===== src/rtl/integrity_pkg.sv =====
`default_nettype none
// ============================================================================
// Module   : integrity_pkg
// Purpose  : Shared definitions for the integrity monitor: FSM state
//            encoding, fail_code values and a state-to-fail_code decode.
// Revision : 1.0 - initial release
// ============================================================================
package integrity_pkg;

    // 3-bit FSM state encoding; the numeric values are visible on the
    // monitor's state output, so they are fixed explicitly.
    typedef enum logic [2:0] {
        IDLE      = 3'd0,
        TRACK     = 3'd1,
        PASS      = 3'd2,
        FAIL_DATA = 3'd3,
        FAIL_TO   = 3'd4
    } state_e;

    localparam logic [1:0] FC_NONE    = 2'd0;
    localparam logic [1:0] FC_DATA    = 2'd1;
    localparam logic [1:0] FC_TIMEOUT = 2'd2;

    // fail_code is a pure decode of the FSM state (not gated by env_bad).
    function automatic logic [1:0] fail_code_of(input state_e s);
        logic [1:0] fc;
        case (s)
            FAIL_DATA: fc = FC_DATA;
            FAIL_TO:   fc = FC_TIMEOUT;
            default:   fc = FC_NONE;
        endcase
        return fc;
    endfunction

endpackage
`default_nettype wire


===== src/rtl/integrity_monitor_sat_counter.sv =====
`default_nettype none
// ============================================================================
// Module   : sat_counter
// Purpose  : Up-counter that stops at MAX. Synchronous clear has priority
//            over enable; used as the magic-packet latency timer.
// Ports    : clk   - clock
//            rst   - synchronous active-high reset
//            clr_i - synchronous clear to zero
//            en_i  - count enable (holds at MAX once reached)
//            cnt_o - current count
// Revision : 1.0 - initial release
// ============================================================================
module sat_counter #(
    parameter int WIDTH = 7,
    parameter int MAX   = 64
) (
    input  logic             clk,
    input  logic             rst,
    input  logic             clr_i,
    input  logic             en_i,
    output logic [WIDTH-1:0] cnt_o
);

    localparam logic [WIDTH-1:0] C_MAX = WIDTH'(MAX);

    logic [WIDTH-1:0] cnt_q;
    logic [WIDTH-1:0] cnt_d;

    always_comb begin
        cnt_d = cnt_q;
        if (clr_i) begin
            cnt_d = '0;
        end else if (en_i && (cnt_q != C_MAX)) begin
            cnt_d = cnt_q + 1'b1;
        end
    end

    always_ff @(posedge clk) begin
        if (rst) begin
            cnt_q <= '0;
        end else begin
            cnt_q <= cnt_d;
        end
    end

    assign cnt_o = cnt_q;

endmodule
`default_nettype wire


===== src/rtl/integrity_monitor.sv =====
`default_nettype none
// ============================================================================
// Module   : integrity_monitor
// Purpose  : Watches the magic-packet lifecycle around the FIFO and turns the
//            scoreboard's per-cycle data_out_vld / prop_signal pair into
//            sticky pass / fail verdicts, with a bounded-latency check and an
//            environment-legality check.
// Config   : IMON_TIMEOUT_EN - when defined, a packet that has not exited by
//            the time the timer reaches TIMEOUT produces a FAIL_TO verdict.
//            When undefined, TRACK waits indefinitely.
// Ports    : clk, rst         - clock, synchronous active-high reset
//            start, push, pop - magic-packet select and FIFO handshakes
//            full, empty      - FIFO status
//            data_out_vld     - magic packet exiting this cycle
//            prop_signal      - 1 unless exiting data mismatches
//            state            - FSM state encoding
//            pass, fail       - sticky verdicts (fail masked by env_bad)
//            fail_code        - 0 none, 1 data mismatch, 2 timeout
//            env_bad          - sticky illegal-environment flag
//            latency          - capture-to-exit cycles, frozen at verdict
// Revision : 1.0 - initial release
// ============================================================================
module integrity_monitor
    import integrity_pkg::*;
#(
    parameter int DEPTH   = 8,
    parameter int TIMEOUT = 64,
    parameter int TOWID   = $clog2(TIMEOUT + 1)
) (
    input  logic             clk,
    input  logic             rst,
    input  logic             start,
    input  logic             push,
    input  logic             pop,
    input  logic             full,
    input  logic             empty,
    input  logic             data_out_vld,
    input  logic             prop_signal,
    output logic [2:0]       state,
    output logic             pass,
    output logic             fail,
    output logic [1:0]       fail_code,
    output logic             env_bad,
    output logic [TOWID-1:0] latency
);

    localparam logic [TOWID-1:0] C_TMAX = TOWID'(TIMEOUT);

    // Elaboration-time sanity limits on the configuration.
    if ((DEPTH < 1) || (TIMEOUT < 1)) begin : g_param_check
        $error("integrity_monitor: DEPTH and TIMEOUT must both be >= 1");
    end

    state_e           state_q;
    state_e           state_d;
    logic [TOWID-1:0] latency_q;
    logic [TOWID-1:0] latency_d;
    logic             env_bad_q;
    logic             env_bad_d;

    logic             w_timer_clr;
    logic             w_timer_en;
    logic [TOWID-1:0] w_timer;
    logic [TOWID-1:0] w_timer_inc;

    sat_counter #(
        .WIDTH (TOWID),
        .MAX   (TIMEOUT)
    ) u_timer (
        .clk   (clk),
        .rst   (rst),
        .clr_i (w_timer_clr),
        .en_i  (w_timer_en),
        .cnt_o (w_timer)
    );

    // Latency counts the exit cycle itself, hence timer+1, clamped at TIMEOUT.
    assign w_timer_inc = (w_timer == C_TMAX) ? w_timer : (w_timer + 1'b1);

    always_comb begin
        state_d     = state_q;
        latency_d   = latency_q;
        w_timer_clr = 1'b0;
        w_timer_en  = 1'b0;
        case (state_q)
            IDLE: begin
                // Capture cycle: the magic packet enters the FIFO.
                if (start && push) begin
                    state_d     = TRACK;
                    w_timer_clr = 1'b1;
                    latency_d   = '0;
                end
            end
            TRACK: begin
                // latency follows the running count, so it is frozen at the
                // value of the exit cycle once TRACK is left.
                w_timer_en = 1'b1;
                latency_d  = w_timer_inc;
                if (data_out_vld && prop_signal) begin
                    state_d = PASS;
                end else if (data_out_vld) begin
                    state_d = FAIL_DATA;
                end else begin
`ifdef IMON_TIMEOUT_EN
                    if (w_timer == C_TMAX) begin
                        state_d = FAIL_TO;
                    end
`endif
                end
            end
            default: begin
                // Terminal verdicts hold until reset.
            end
        endcase
    end

    // Push into a full FIFO (unless a pop frees a slot) or pop from an empty
    // FIFO is an illegal stimulus; the flag is independent of FSM state.
    assign env_bad_d = env_bad_q | (push & full & ~pop) | (pop & empty);

    always_ff @(posedge clk) begin
        if (rst) begin
            state_q   <= IDLE;
            latency_q <= '0;
            env_bad_q <= 1'b0;
        end else begin
            state_q   <= state_d;
            latency_q <= latency_d;
            env_bad_q <= env_bad_d;
        end
    end

    assign state     = state_q;
    assign pass      = (state_q == PASS);
    assign fail      = ((state_q == FAIL_DATA) || (state_q == FAIL_TO)) && !env_bad_q;
    assign fail_code = fail_code_of(state_q);
    assign env_bad   = env_bad_q;
    assign latency   = latency_q;

endmodule
`default_nettype wire


===== config.mk =====
export PLATFORM = sky130hd
export DESIGN_NAME = integrity_monitor
export DESIGN_NICKNAME = d
export VERILOG_FILES = /design/src/rtl/integrity_pkg.sv /design/src/rtl/integrity_monitor_sat_counter.sv /design/src/rtl/integrity_monitor.sv
export SDC_FILE = /design/constraint.sdc
export NUM_CORES = 1
export LEC_CHECK = 0
export ABC_AREA = 1
export CAP_MARGIN = 20
export CORE_MARGIN = 2
export CORE_UTILIZATION = 46
export DETAILED_ROUTE_END_ITERATION = 10
export PLACE_DENSITY = 0.77
export SYNTH_ARGS = -nofsm -noshare
export SYNTH_HDL_FRONTEND = slang
export SYNTH_SLANG_ARGS = --single-unit

===== constraint.sdc =====
create_clock -name clk -period 1.75 [get_ports clk]
set_clock_uncertainty 0.05 [all_clocks]
set_input_delay 0.35 -clock clk [delete_from_list [all_inputs] [get_ports clk]]
set_output_delay 0.35 -clock clk [all_outputs]
set_load 0.02 [all_outputs]

# [Yosys cells after proc, flatten, opt, wreduce, memory -nomap -nowiden]
# Index checks and enable logic that the tools add are counted.
[classes] multipliers=0 eq_ne=8 shift=0 reduce_logical=11 n_lt_le_gt_ge=0 div_mod_pow=0 addsub=1 n_bitwise=6 muxes=11
[ops] operator="$mux W7" count=2
[ops] operator="$pmux W7 S2" count=1
[ops] operator="$mux W3" count=3
[ops] operator="$add A7 B1 Y7 const B" count=1
[ops] operator="$eq A7 B7 Y1 const B" count=1
[ops] operator="$ne A7 B7 Y1 const B" count=1
[ops] operator="$eq A3 B2 Y1 const B" count=2
[ops] operator="$pmux W3 S2" count=1
[ops] operator="$logic_and A1 B1 Y1" count=4
[ops] operator="$pmux W2 S2" count=1
[ops] operator="$and A1 B1 Y1" count=3
[ops] operator="$eq A3 B1 Y1 const B" count=1
[ops] operator="$eq A3 B3 Y1 const B" count=1
[ops] operator="$logic_not A3 Y1" count=1
[ops] operator="$mux W1" count=3
[ops] operator="$ne A3 B3 Y1 const B" count=1
[ops] operator="$reduce_and A3 Y1" count=1
[ops] operator="$ne A2 B2 Y1 const B" count=1
[ops] operator="$or A1 B1 Y1" count=2
[ops] operator="$reduce_and A2 Y1" count=1
[ops] operator="$reduce_bool A2 Y1" count=1
[ops] operator="$reduce_or A2 Y1" count=1
[ops] operator="$logic_not A1 Y1" count=1
[ops] operator="$logic_or A1 B1 Y1" count=1
[ops] operator="$not A1 Y1" count=1
[totals] word_cells=41 rom_bits=0 reg_bits=18 mem_count=0 ramBits=0 latch_bits=0 out_inout_bits=15

# [Longest topological paths before layout]
[depth] ltp_word=4 depth_mapped=9

# [Hierarchy]
# From an unflattened synthesis, not the netlist that was laid out.
[hier_totals] cells_unflattened=154 area_unflattened_um2=1056.0
[modules_own_cells] mod="integrity_monitor" seq_area_each_um2=200.2 area_per_inst_um2=580.6 instances=1 cells_each=86
[modules_own_cells] mod="sat_counter" seq_area_each_um2=140.1 area_per_inst_um2=475.5 instances=1 cells_each=68

# [Worst setup path after synthesis]
# Ideal clock, no wire load.
[synth_timing] path_type="register to output" start="register state_q[1], in the netlist state[1]" end="output port pass" t_arrival_ns=0.956 path_stages_with_launch=3 t_required_ns=1.350 setup_slack_ns=0.394 path_buffers=0 cell_sequence="dfxtp_1 -> inv_1 -> nor2_1"
[synth_between] elab_chain_cells=1
[synth_lines] item="start, declared" line_no="integrity_monitor.sv:54" source="state_e state_q;"
[synth_lines] item="start signal, assigned" line_no="integrity_monitor.sv:127" source="state_q <= state_d;"
[synth_lines] item="$eq A3 B2 Y1" line_no="integrity_monitor.sv:134" source="assign pass = (state_q == PASS);"
[synth_lines] item="end, declared" line_no="integrity_monitor.sv:40" source="output logic pass,"
# No other way between the ends.

# [Final worst setup path]
[layout_timing] start="register env_bad_q, in the netlist env_bad" end="output port env_bad"
[layout_rtl] item="start, declared" line_no="integrity_monitor.sv:58" source="logic env_bad_q;"
[layout_rtl] item="start signal, assigned" line_no="integrity_monitor.sv:129" source="env_bad_q <= env_bad_d;"
[layout_rtl] item="end, declared" line_no="integrity_monitor.sv:43" source="output logic env_bad,"
# No word-level cell between the ends.

==> impl_metrics.csv <==
group,metric,value,unit
outcome,outcome,"finished clean",
route,detail-route-antenna-nets,0,
critical_path,cp-end-kind,"output pin",
grt,grt_antenna_before_repair,0,
power,ir_worst_vdd,0.441,mV
grt,grt-ovfl-total,0,
min_path,hold_path_startpoint,"latency[3]",
timing,finalCritPeriodShare,0.954,
synthesis,synth_compound_area_frac,0.115,
synthesis,synth_seq_cells,17,
critical_path,cp-start-kind,"flop",
cts,cts_tree,"built",
final_layout,final_nets,152,
timing,slew_viol_final,0,
synthesis,synthSimpleGateAreaFrac,0.359,
cts,clockBufferDepth,2,
power,leakagePower,0.000486,uW
critical_path,worstSetupPathType,"reg2out",
synthesis,synth_edf_count,0,
critical_path,r2r_slack,0.29,ns
route,wire_per_inst,12.7,microns
route,drt_iter0_markers,12,
min_path,min_path_type,"reg2reg",
critical_path,path_cells,"clkdlybuf4s50_1",
timing,fin_ws,0.0806,ns
critical_path,required,1.35,ns
timing,fmaxAchievable,0.599,GHz
min_path,worst_hold_path.endpoint,"latency[3]",
placed_design,place_area,1100,sq um
critical_path,slowest_stage,"clkdlybuf4s50_1",
flow_run,maxCapViolCount,0,
placed_design,pre_cts_slack,0.0528,ns
synthesis,async_flop_share,0,
critical_path,r2r_start,"u_timer.cnt_o[0]",
synthesis,synth_ff_type,"dfxtp_1",
floorplan,core,1760,sq um
timing,finalSetupViolCount,0,
synthesis,synthTopCellsByCount,"20 x nand2_1, 17 x dfxtp_1, 15 x a21oi_1, 15 x nand3_1, 12 x inv_1",
final_layout,fillers,167,
synthesis,synthAdderAreaFrac,0.0284,
power,pwr_density_cell,671,nW/um^2
synthesis,yosysTopAreaCell,"dfxtp_1",
floorplan,dieWidth,47.8,microns
synthesis,syn_area_per_cell,7.54,sq um
cts,clk_pin_slew,0.11,ns
synthesis,synth_top_family_by_area,"simple AND/OR/NAND/NOR gates",
synthesis,yosysSeqAreaShare,0.386,
synthesis,synthesis.area,882,sq um
timing,tns,0,ns
cts,cts.sinks,17,
critical_path,crit_buf_inv,1,
route,vias,866,
final_layout,fin_area,1140,sq um
critical_path,slowest_delay,0.61,ns
critical_path,critPathMaxFanout,3,
route,routed_wl,2100,microns
route,dr.pass1.iters,6,
grt,grt_pass1_wl,3370,microns
cts,cts-buffers-inserted,3,
critical_path,reg2reg_to,"u_timer.cnt_o[3]",
grt,grt_usage,0.214,
min_path,holdPathStages,2,
floorplan,num_io_pins,24,
synthesis,synthMuxAreaShare,0,
cts,root_buffer,"clkbuf_4",
route,viasPerCell,5.25,
placed_design,gp_congestion,0.798,
synthesis,netlist_instances,117,
placed_design,port_buffers,21,
synthesis,synth_cell_types,25,
route,drc,0,
final_layout,drive_above_1_share,0.150,
cts,h-tree-depth,1,
synthesis,synth-warning-count,0,
synthesis,synth_most_common_cell,"nand2_1",
floorplan,placementRows,15,
timing,rsz0062_at_grt,"no",
synthesis,synth-xor-area-share,0.00993,
timing,final_hold_viol_count,0,
cts,worst_skew_pair.late_latency,0.29,ns
floorplan,die_area,2280,sq um
final_layout,num_antenna_cells,0,
critical_path,ff2ff_path_depth,8,
synthesis,synth_top_area_frac,0.386,
final_layout,area_delta_synth_final,28.8,%
cts,post_cts_buffers,0,
critical_path,arrival,1.27,ns
critical_path,path_delay_family,"buffers and inverters",
placed_design,dpl.hpwl,1610,microns
timing,finalCriticalPeriod,1.67,ns
grt,grt_pass1_vias,807,
floorplan,die_h,47.8,microns
grt,grt_start_max_net_pins,12,
timing,hold_ws,0.446,ns
floorplan,start_util,0.500,
synthesis,synthTopCellsByArea,"dfxtp_1 39%, a21oi_1 8.5%, nand2_1 8.5%",
final_layout,final_util,0.644,
## cells by family after synthesis
kind of cell	count (synthesis)
fa+ha+maj	2
buf+inv	19
other cells	1
xor+xnor	1
simple gates	58
flops	17
compound gates	19
## timing repair
item                       CTS  global route
hold buffers                 0             0
resized for setup            5             2
setup endpoints to repair    5             2
cloned                       0             0
pin swaps                    0             0
## registers in the layout, indices dropped and copies added (netlist names)
register       cells
env_bad            1
latency            7
state              2
u_timer.cnt_o      7
## cells in the final DEF (no fill, tap or decap), types with 4 or more instances in the layout
cell type,instances
a21oi_1,15
clkdlybuf4s50_1,16
dfxtp_1,15
inv_1,12
nand2_1,20
nand3_1,15
nand3_2,4
nor2_1,10
## power by group
| group | internal [uW] | switching [uW] | total, uW |
|---|---|---|---|
| sequential | 399 | 12.3 | 411 |
| combinational | 54.0 | 80.7 | 135 |
| clock | 85.0 | 131 | 216 |
## metrics by stage
stage / instances / total power [uW]
floorplan: 118 / 504
global placement: 161 / 551
finish: 165 / 762
CTS: 165 / 774
detailed placement: 161 / 555
global route: 165 / 804
## worst max path at each step
| stage | from | endpoint | slack [ns] | cells after the start |
|---|---|---|---|---|
| 6_report | env_bad | env_bad | 0.08 | 1 |
| 5_1_grt | env_bad | env_bad | 0.03 | 1 |
| 4_1_cts | state[1] | state[1] | 0.02 | 1 |
| 3_5_place_dp | state[1] | pass | 0.05 | 3 |
| 3_3_place_gp | state[1] | pass | 0.14 | 3 |
| 2_1_floorplan | state[1] | pass | 0.39 | 2 |
## final cells by class
type / instances / area, sq um / area share
Sequential cell: 17 / 343 / 0.302
Multi-Input combinational cell: 82 / 459 / 0.404
Inverter: 15 / 56.3 / 0.0496
Tap cell: 25 / 31.3 / 0.0275
Clock buffer: 3 / 22.5 / 0.0198
Timing Repair Buffer: 22 / 219 / 0.193
Clock inverter: 1 / 5.00 / 0.00441
## layer usage
layer | vias up | wire length (microns) | track usage
li1 | 426 | - | -
met1 | 398 | 919 | 0.269
met2 | 36 | 1010 | 0.339
met3 | 6 | 114 | 0.0491
met4 | 0 | 48 | 0.114
met5 | - | 0 | 0
(Power assumes the default switching activity.)
==> variant (config.mk and constraints unchanged) <==
Set the parameter `TIMEOUT` to 32 (it was 64).
--- a/src/rtl/integrity_monitor.sv
+++ b/src/rtl/integrity_monitor.sv
@@ -24,7 +24,7 @@
     import integrity_pkg::*;
 #(
     parameter int DEPTH   = 8,
-    parameter int TIMEOUT = 64,
+    parameter int TIMEOUT = 32,
     parameter int TOWID   = $clog2(TIMEOUT + 1)
 ) (
     input  logic             clk,
Interface: changed (resized latency); port bits go from 24 to 23. The function was not compared with the original's and may differ.
==> variant against the original RTL <==
Setup slack lost 0.023 ns; hold slack got worse by 0.0098 ns; sequential power is 12% lower; sequential cell count fell by 2; die area fell by 10%; global-route usage shrank 3.1 points; count of clock-buffer cells in the layout unchanged; final area shrank 9.3%; non-clock buffer count unchanged; total power fell by 8.9%; register-to-register slack improved by 0.09 ns; routed wire length fell by 25%; synthesized area down 11%; critical endpoint is now state[1].
==> variant: results (changes against the original RTL) <==
Parameter                              Value

Clocking
  Clock slew at the register clock pins of the worst setup and hold paths    0.09 ns (-0.02 ns)
  CTS max path bufs    2 (unchanged)
  # resized after CTS    3 (-2)
  Buffers inserted during post-CTS setup optimization    0 (unchanged)
  Root Driver    sky130_fd_sc_hd__clkbuf_4
  Number of levels in the clock H-tree    1 (unchanged)
  Number of CTS-inserted buffers    3 (unchanged)
  Clk_lat worst skew    0.29 ns (about the same)

Route
  Violation count after the first detailed-route iteration    17 (+5)
  Wire per inst    11.5 µm (-9.2%)
  Number of iterations in the first detailed-routing pass    4 (-2)
  Total number of vias    703 (-19%)

Worst setup path
  Slowest cell on the critical path    sky130_fd_sc_hd__clkdlybuf4s50_1
  Cell family with most CP delay    buffers and inverters
  Register-to-register setup slack    0.38 ns (+0.09 ns)
  CP peak stage delay    approximately 0.62 ns
  WP data arrival    1.29 ns (+0.02 ns)
  CP max FO    4 (+1)

Yosys
  Most used standard cells in the synthesized netlist    sky130_fd_sc_hd__nand2_1, sky130_fd_sc_hd__dfxtp_1, sky130_fd_sc_hd__a21oi_1, sky130_fd_sc_hd__nand3_1, sky130_fd_sc_hd__inv_1
  Cell variety after synth    27 (+8.0%)
  Async SR Flop Fraction    0 (unchanged)
  Compound-gate portion of the synthesized area    0.145 (+0.0302)
  Adder-Cell Fraction of Synth Area    0.0319 (+0.00353)
  Top_reg_cell synth    sky130_fd_sc_hd__dfxtp_1
  Multiplexer share of the synthesized area    0 (unchanged)
  Yosys warning total    0 (unchanged)
  Xor/xnor cell area share of the yosys netlist    0.0335 (+0.0236)
  Cell types occupying the most area after synthesis    sky130_fd_sc_hd__dfxtp_1, sky130_fd_sc_hd__nand2_1, sky130_fd_sc_hd__a21oi_1
  Sequential-to-total area share from yosys stat    0.383 (-0.00304)

Power
  Static leakage    0.426 nW (-12%)
  Max rail drop VDD    0.496 mV (+12%)

Outcome
  Status    finished clean

Global routing
  Wire length of the first global-routing pass    2630 µm (-22%)
  Number of antenna violations at the first check in global routing    0 (unchanged)
  Overall track demand over capacity in global routing    0.183 (-0.0306)
  Number of global-route vias before repair    608 (-25%)
  Largest net degree at the start of global routing    10 (-2)
  Remaining global-route overflow    0 (unchanged)

STA
  Worst hold slack    0.436 ns (-0.00981 ns)

Final layout
  Diodes inserted    0 (unchanged)
  Share of cells above drive strength 1    0.198 (+0.0483)
  Fin nets    133 (-13%)

Place
  Worst Setup Slack post-DPL    0.161 ns (+0.108 ns)
  Count of buffers from port buffering    20 (-4.8%)
  Area after detailed placement    0.00100 mm² (-9.1%)
  Final HPWL DP    1250 µm (-22%)
  Gpl congestion    0.904 (+13%)

Min path
  Path class of the lowest-slack min-delay path    flop to flop
-- variant: changes by cell type after synthesis, moves of 2 or more --
cell,delta
sky130_fd_sc_hd__inv_1,-5
sky130_fd_sc_hd__nand3_1,-6
sky130_fd_sc_hd__a21oi_2,+3
sky130_fd_sc_hd__a21oi_1,-4
sky130_fd_sc_hd__nor2_1,-6
sky130_fd_sc_hd__dfxtp_1,-2
sky130_fd_sc_hd__nand2_1,-2
-- variant: stage by stage --
stage                     instances  total power, mW
after floorplan                  98            0.453
after global placement          133            0.504
after detailed placement        133            0.505
after CTS                       137            0.701
after global routing            137            0.726
final                           137            0.694
-- variant: final timing paths --
path / cells after the start / endpoint / from
setup / recovery: 1 / state[1] / state[1]
hold / removal: 2 / latency[5] / latency[5]
setup reg to reg: 9 / latency[2] / u_timer.cnt_o[0]
hold reg to reg: 2 / latency[5] / latency[5]
-- variant: kinds of logic after synthesis --
| group | Yosys count |
|---|---|
| xor gates and xnor gates | 3 |
| other | 1 |
| DFF | 15 |
| buffers and inverters | 14 |
| AOI/OAI and AO/OA | 18 |
| and+or+nand+nor | 44 |
| adders and majority gates | 2 |
-- variant: per-layer routing --
layer / up-vias / routed length (µm) / GRT usage
li1: 367 / - / -
met1: 317 / 771 / 0.239
met2: 15 / 727 / 0.271
met3: 4 / 58 / 0.0480
met4: 0 / 23 / 0.106
met5: - / 0 / 0
-- variant: power by group --
group | internal (mW) | total (mW) | switching, mW
Sequential | 0.352 | 0.363 | 0.0103
Clock | 0.0851 | 0.200 | 0.115
Combinational | 0.0560 | 0.132 | 0.0757
-- variant: final cells by class --
type                       instances  area, µm²
fill                             134        528
multi-input combinational         69        427
sequential                        15        300
timing repair buffer              22        214
inverter                          11       42.5
clock buffer                       3       22.5
tap                               16       20.0
clock inverter                     1       5.00
